File: src/rtl/sbio_tx_arbiter.sv
// sbio_tx_arbiter: round-robin arbiter that shares one sbio serial TX channel
// between NUM_REQ message requesters. It frames each granted message as one
// all-low start cycle, then LSB-first payload (IO_BITS per cycle), then a
// forced idle-high gap.
//
// Optional build macro: SBIO_TX_ARB_PRIORITY0_EN
//   defined   -> requester 0 has strict priority and leaves the pointer alone
//   undefined -> pure round-robin over all requesters
module sbio_tx_arbiter #(
  parameter int IO_BITS       = 2,
  parameter int NUM_REQ       = 3,
  parameter int MAX_TX_CYCLES = 12,
  parameter int GAP_CYCLES    = 1,
  parameter int COUNT_BITS    = $clog2(MAX_TX_CYCLES + 1)
) (
  input  logic                                      clk,
  input  logic                                      reset,
  input  logic                                      enable,
  input  logic [NUM_REQ-1:0]                        req,
  input  logic [NUM_REQ*IO_BITS*MAX_TX_CYCLES-1:0]  req_payload,
  input  logic [NUM_REQ*COUNT_BITS-1:0]             req_count,
  output logic [NUM_REQ-1:0]                        grant,
  output logic                                      busy,
  output logic [15:0]                               msg_sent,
  output logic [IO_BITS-1:0]                        tx_pins
);

  localparam int SR_W  = IO_BITS * MAX_TX_CYCLES;
  localparam int PTR_W = $clog2(NUM_REQ);
  localparam int GAP_W = (GAP_CYCLES > 1) ? $clog2(GAP_CYCLES) : 1;

  typedef enum logic [1:0] {
    S_IDLE,
    S_START,
    S_SEND,
    S_GAP
  } state_e;

  state_e                 state_q, state_d;
  logic [PTR_W-1:0]       ptr_q, ptr_d;
  logic [SR_W-1:0]        shift_q, shift_d;
  logic [COUNT_BITS-1:0]  cnt_q, cnt_d;
  logic [GAP_W-1:0]       gap_q, gap_d;
  logic [NUM_REQ-1:0]     grant_q, grant_d;
  logic [15:0]            msg_q, msg_d;

  logic                   win_found;
  logic [PTR_W-1:0]       win_idx;
  logic [PTR_W-1:0]       rr_idx;
  logic                   keep_ptr;
  logic [COUNT_BITS-1:0]  win_count;
  logic [COUNT_BITS-1:0]  win_count_clamped;

  // Winner search: first requester at or after the pointer, wrapping.
  // NOTE: every variable written here gets a default first, so no path can
  // leave one unassigned and infer a latch.
  always_comb begin
    win_found = 1'b0;
    win_idx   = '0;
    rr_idx    = '0;
    keep_ptr  = 1'b0;
    for (int i = 0; i < NUM_REQ; i++) begin
      rr_idx = PTR_W'((32'(ptr_q) + i) % NUM_REQ);
      if (!win_found && req[rr_idx]) begin
        win_found = 1'b1;
        win_idx   = rr_idx;
      end
    end
`ifdef SBIO_TX_ARB_PRIORITY0_EN
    // Requester 0 overrides the rotation and does not advance the pointer.
    if (req[0]) begin
      win_found = 1'b1;
      win_idx   = '0;
      keep_ptr  = 1'b1;
    end
`endif
  end

  // Winner's data-cycle count, clamped to what the shift register holds.
  always_comb begin
    win_count         = req_count[int'(win_idx)*COUNT_BITS +: COUNT_BITS];
    win_count_clamped = (win_count > COUNT_BITS'(MAX_TX_CYCLES))
                        ? COUNT_BITS'(MAX_TX_CYCLES) : win_count;
  end

  // Frame FSM next-state logic: decision in IDLE, then START/SEND/GAP.
  always_comb begin
    state_d = state_q;
    ptr_d   = ptr_q;
    shift_d = shift_q;
    cnt_d   = cnt_q;
    gap_d   = gap_q;
    grant_d = '0;
    msg_d   = msg_q;
    unique case (state_q)
      S_IDLE: begin
        if (enable && win_found) begin
          shift_d = req_payload[int'(win_idx)*SR_W +: SR_W];
          cnt_d   = win_count_clamped;
          grant_d = NUM_REQ'(1) << win_idx;
          if (!keep_ptr) begin
            ptr_d = (win_idx == PTR_W'(NUM_REQ - 1)) ? '0 : win_idx + 1'b1;
          end
          state_d = S_START;
        end
      end
      S_START: begin
        if (cnt_q == '0) begin
          state_d = S_GAP;
          gap_d   = GAP_W'(GAP_CYCLES - 1);
          msg_d   = msg_q + 16'd1;
        end else begin
          state_d = S_SEND;
        end
      end
      S_SEND: begin
        shift_d = shift_q >> IO_BITS;
        cnt_d   = cnt_q - 1'b1;
        if (cnt_q == COUNT_BITS'(1)) begin
          state_d = S_GAP;
          gap_d   = GAP_W'(GAP_CYCLES - 1);
          msg_d   = msg_q + 16'd1;
        end
      end
      S_GAP: begin
        if (gap_q == '0) begin
          state_d = S_IDLE;
        end else begin
          gap_d = gap_q - 1'b1;
        end
      end
      default: state_d = S_IDLE;
    endcase
  end

  // State register with synchronous active-high reset; aborts any frame.
  // NOTE: sequential state uses non-blocking assignments so every flop
  // samples pre-edge values regardless of statement order.
  always_ff @(posedge clk) begin
    if (reset) begin
      state_q <= S_IDLE;
      ptr_q   <= '0;
      // NOTE: the payload shift register is reset too, so a reset mid-frame
      // leaves no stale message bits behind.
      shift_q <= '0;
      cnt_q   <= '0;
      gap_q   <= '0;
      grant_q <= '0;
      msg_q   <= '0;
    end else begin
      state_q <= state_d;
      ptr_q   <= ptr_d;
      shift_q <= shift_d;
      cnt_q   <= cnt_d;
      gap_q   <= gap_d;
      grant_q <= grant_d;
      msg_q   <= msg_d;
    end
  end

  // Wire driving: low for the start cycle, payload LSBs while sending, else high.
  always_comb begin
    tx_pins = '1;
    unique case (state_q)
      S_START: tx_pins = '0;
      S_SEND:  tx_pins = shift_q[IO_BITS-1:0];
      default: tx_pins = '1;
    endcase
  end

  assign grant    = grant_q;
  assign busy     = (state_q != S_IDLE);
  assign msg_sent = msg_q;

endmodule

File: config.mk
export PLATFORM = sky130hd
export DESIGN_NAME = sbio_tx_arbiter
export DESIGN_NICKNAME = d
export VERILOG_FILES = /design/src/rtl/sbio_tx_arbiter.sv
export SDC_FILE = /design/constraint.sdc
export NUM_CORES = 1
export LEC_CHECK = 0
export CAP_MARGIN = 15
export CORE_MARGIN = 3
export CORE_UTILIZATION = 52
export CTS_BUF_LIST = sky130_fd_sc_hd__clkbuf_4
export DETAILED_ROUTE_END_ITERATION = 12
export PLACE_DENSITY = 0.89
export SLEW_MARGIN = 40
export SYNTH_ARGS = -nofsm -noshare
export SYNTH_HDL_FRONTEND = slang
export SYNTH_SLANG_ARGS = --single-unit
File: constraint.sdc
create_clock -name clk -period 3.85 [get_ports clk]
set_input_delay 0.77 -clock clk [delete_from_list [all_inputs] [get_ports clk]]
set_output_delay 0.77 -clock clk [all_outputs]
set_load 0.05 [all_outputs]
# Yosys cells after proc, flatten, opt, wreduce, memory -nomap -nowiden
# Index checks and enable logic that the tools add are counted.
# classes
n_reduce_logical	17
bitwise	2
eq_ne	9
mux	31
multipliers	1
n_div	3
magnitude_cmp	4
add_sub_neg	6
shifts	3
# ops
op	n
$shiftx 72x8->24	1
$mod 32x2->32 const B	2
$pmux 24 s2	1
$mod 2x2->32 const B	1
$mux 16	2
$pmux 16 s2	1
$mux 24	1
$add 16x1->16 const B	1
$mux 2	7
$shiftx 12x5->4	1
$mux 1	10
$lt 2x3->1 const B	3
$reduce_and 3->1	3
$mux 4	2
$ne 2x2->1 const B	4
$pmux 2 s4	1
$pmux 4 s2	1
$bmux 1 s2	3
$eq 2x2->1 const B	3
$reduce_bool 2->1	3
$eq 4x1->1 const B	1
$gt 4x4->1 const B	1
$logic_not 4->1	1
$mul 2x2->4 const B	1
16 further kinds	21
# word_totals
out_inout_bits	22
ff_bits	52
word_cells	83
input_bits	90

# Depth between registers and ports, before layout
# logic_depth
word_depth	15
depth_mapped	11
depth_no_buf	8

# Worst setup path after synthesis
# Ideal clock, no wire load.
# synth_path
kind	flip-flop to output port
start	register state_q[0]
end	output tx_pins[0]
stages_incl_launch_ff	7
required_ns	3.080
setup_slack_ns	1.065
path_buffers	2
arrival_ns	2.015
cell_sequence	dfxtp_1 inv_1 ha_1 clkbuf_1 clkbuf_1 nor2b_1 a21oi_1
# synth_between
elab_chain_cells	2
word_cells_on_any_way	3
# synth_lines
item	line	text
from (decl)	39	state_e state_q, state_d;
from (signal assigned)	151	state_q <= state_d;
$eq 2x2->1 or $eq 2x1->1 (tied branches)	164	unique case (state_q)
$pmux 2 s2 *	164	
to (decl)	25	output logic [IO_BITS-1:0] tx_pins
# Mark *: on every way between the ends. The rest lies on a longest branch, timed or not.

# Worst setup path after layout
# Ends and elaborated chain as after synthesis.

==> impl_metrics.ini <==
[logic_synthesis]
syn_area_per_cell_um2 = 8.60
synth.yosys.seq_area_share_pct = 29.4
synth_edf_count = 0
synthesis.nets = 505
syn_area_um2 = 3470
syn_inst = 404
yosysTopAreaCell = dfxtp_1
yosys_warnings = 0
synth_area_leaders = dfxtp_1, mux2i_1, a311oi_2
async_reset_ff_share_pct = 0
synth_top_area_share_pct = 29.4
synth_seq_cells = 51
yosysUniqueCellTypes = 54
ys.flop_type = dfxtp_1

[place]
gp_congestion = 0.972
dp_hpwl_um = 7190
numPortBuffers = 111

[cts]
cts_setup_buffers = 0
ctsResizeCount = 0
h-tree-depth = 2
cts_buffer_depth = 2
tritoncts = built
path_clk_slew_ns = 0.14
clock-sinks = 51
clock-root-buffer = clkbuf_4
postCtsHoldBufs = 0
insertion_delay_ns = 0.37
cts_buffers = 5

[sta]
rsz0062_at_grt = false
maxSlewHeadroom_pct = 57.7
whs_ns = 0.504
finalSetupTns_ns = 0
fmax_ghz = 0.326
hold_viol = 0
worst_pin_slew_ns = 0.634
fin_crit_ns = 3.07
slew_violations = 0
setup_viol = 0
skew_ns = 0.0175
layout_worst_path_cycle_share_pct = 79.7

[worst_setup_path]
slowest_stage = clkdlybuf4s50_1
reg2reg_depth = 10
r2r_end = shift_q[15]
max_stage_delay_ns = 0.82
endpoint = tx_pins[0]
cp.required_ns = 3.08
cp.arrival_ns = 2.30
end_kind = output pin
r2r-start = ptr_q[1]
cp_num_buf_inv = 3
path_cells = inv_1, ha_2, buf_4, a21oi_1, clkdlybuf4s50_1
cp_num_cells = 5
critical_path.startpoint = state_q[0]
path_delay_family = buffers and inverters
r2r_slack_ns = 1.09
critical_path_class = flop to output pin
cp_max_fo = 26
cp-start-kind = flop

[pwr]
netSwitchingFraction_pct = 48.0
comb_power_share_pct = 68.1
power_density_nw_per_um2 = 725
peakVddDrop_uv = 324
p_switching_mw = 1.60
seqPwrFrac_pct = 24.9
pwr-share-clk_pct = 7.1
p_int_mw = 1.73
p_leak_nw = 1.73

[die]
rows = 29
die_h_um = 87.7
fp.dieW_um = 87.7
die-area_um2 = 7700
coreArea_um2 = 6420
start_util_pct = 54.1
pin_count = 112

[final_layout]
diodes = 0
areaGrowthSynthToFinish_pct = 32.2
drive_above_1_share_pct = 8.63
fin_nets = 598

[routing]
first_pass_iters = 5
detail_route.wl_per_cell_um = 17.1
wirelength_um = 9840
drtIter0Drc = 210
drc = 0
dr_total_vias = 3468
ant_nets = 0
viasPerCell = 6.03

[status]
status = finished clean

[grt]
grt_pass1_vias = 3231
grt_use_met3_pct = 5.46
use_met1_pct = 31.6
grt-ovfl-total = 0
grt_busiest_layer = met2
grt_max_degree = 51
grt_pass1_wl_um = 15400
antenna_found_initial = 0
grt_usage_pct = 24.8
use_met2_pct = 41.8

[min_path]
min_path_type = flop to flop

[flow_run]
max-cap-violations = 0
## synthesized netlist by cell type, types with 2 or more instances
master / n
dfxtp_1: 51
xnor2_1: 6
a21oi_1: 14
nand3b_1: 2
mux2i_1: 27
nor3_1: 28
o32ai_1: 2
o21ai_1: 2
mux2_2: 4
nor2_1: 42
or3_1: 5
nor4_1: 4
nand2b_2: 2
inv_1: 18
clkbuf_1: 16
buf_2: 6
a22oi_1: 2
a311oi_1: 11
nand2_1: 38
buf_12: 2
and3_1: 2
nor2b_1: 3
a211o_1: 23
ha_1: 11
nand4_1: 8
a31oi_1: 4
nand3_1: 7
o211ai_1: 4
o21ai_0: 6
a311oi_2: 14
buf_6: 7
xor2_1: 7
a21o_1: 2
nand2b_1: 4
## power by group through the flow
stage | sequential, mW | combinational (mW) | clock [mW]
6_report | 0.828 | 2.27 | 0.236
5_1_grt | 0.850 | 2.44 | 0.269
4_1_cts | 0.824 | 2.25 | 0.244
3_5_place_dp | 0.836 | 2.24 | 0
3_3_place_gp | 0.828 | 2.11 | 0
2_1_floorplan | 0.844 | 1.81 | 0
## how the worst min path moves through the flow
stage	from	end	slack, ns	cells past startpoint
after global routing	shift_q[22]	shift_q[22]	0.53	2
after floorplan	shift_q[22]	shift_q[22]	0.45	2
after CTS	shift_q[2]	shift_q[0]	0.50	2
after global placement	shift_q[2]	shift_q[0]	0.46	2
after detailed placement	shift_q[2]	shift_q[0]	0.49	2
final	shift_q[2]	shift_q[0]	0.50	2
## flip-flops by register name, summed over array words and instances, names as in the netlist
register / cells
msg_sent: 16
grant: 3
cnt_q: 4
shift_q: 24
state_q: 2
ptr_q: 2
## cell families after synthesis
family	share of synthesized area [%]
xor gates and xnor gates	3.28
adders and majority gates	3.96
DFF	29.4
and+or+nand+nor	20.2
buffers and inverters	7.96
AOI/OAI and AO/OA	25.7
muxes	9.47
## final cells by class
cell class	count	area, um^2
fillers	482	1830
repair buffers	117	1170
clock buffers	5	37.5
well taps	77	96.3
flip-flops and latches	51	1020
inverters	18	67.6
multi-input cells	304	2190
clock inverters	3	15.0
## worst min-delay path: stages, from the launching register on
cell and delay (ns):
dfxtp_1 0.34, nand2_1 0.05, a311oi_1 0.08
## placed cells by master (no fill, tap or decap), drive strengths merged, types with 3 or more instances in the layout
master         Yosys  layout
clkdlybuf4s50      0     110
dfxtp             51      51
nor2              42      42
nand2             38      38
nor3              28      28
mux2i             28      28
a311oi            25      25
a211o             23      23
inv               18      18
a21oi             14      14
ha                11      11
o21ai              9       9
nand4              8       8
nand3              7       7
xor2               7       7
buf               15       7
xnor2              6       6
nand2b             6       6
or3                5       5
clkbuf            16       5
o211ai             5       5
nor4               4       4
mux2               4       4
a31oi              4       4
nor2b              3       3
## metrics by stage
stage | power [mW] | util [%] | cells | instance area [um^2] | worst slack [ns]
floorplan | 2.66 | - | 404 | 3470 | 1.07
global placement | 2.94 | 70.2 | 565 | 4510 | 0.711
detailed placement | 3.07 | 70.7 | 567 | 4540 | 0.610
CTS | 3.32 | 71.5 | 575 | 4590 | 0.771
global route | 3.56 | 71.5 | 575 | 4590 | 0.701
finish | 3.33 | 71.5 | 575 | 4590 | 0.783
## per-layer routing
layer | vias to the layer above | wire length [um]
met5 | - | 0
met4 | 0 | 204
met3 | 21 | 825
met2 | 168 | 4690
met1 | 1610 | 4120
li1 | 1669 | -
(Power assumes the default switching activity.)
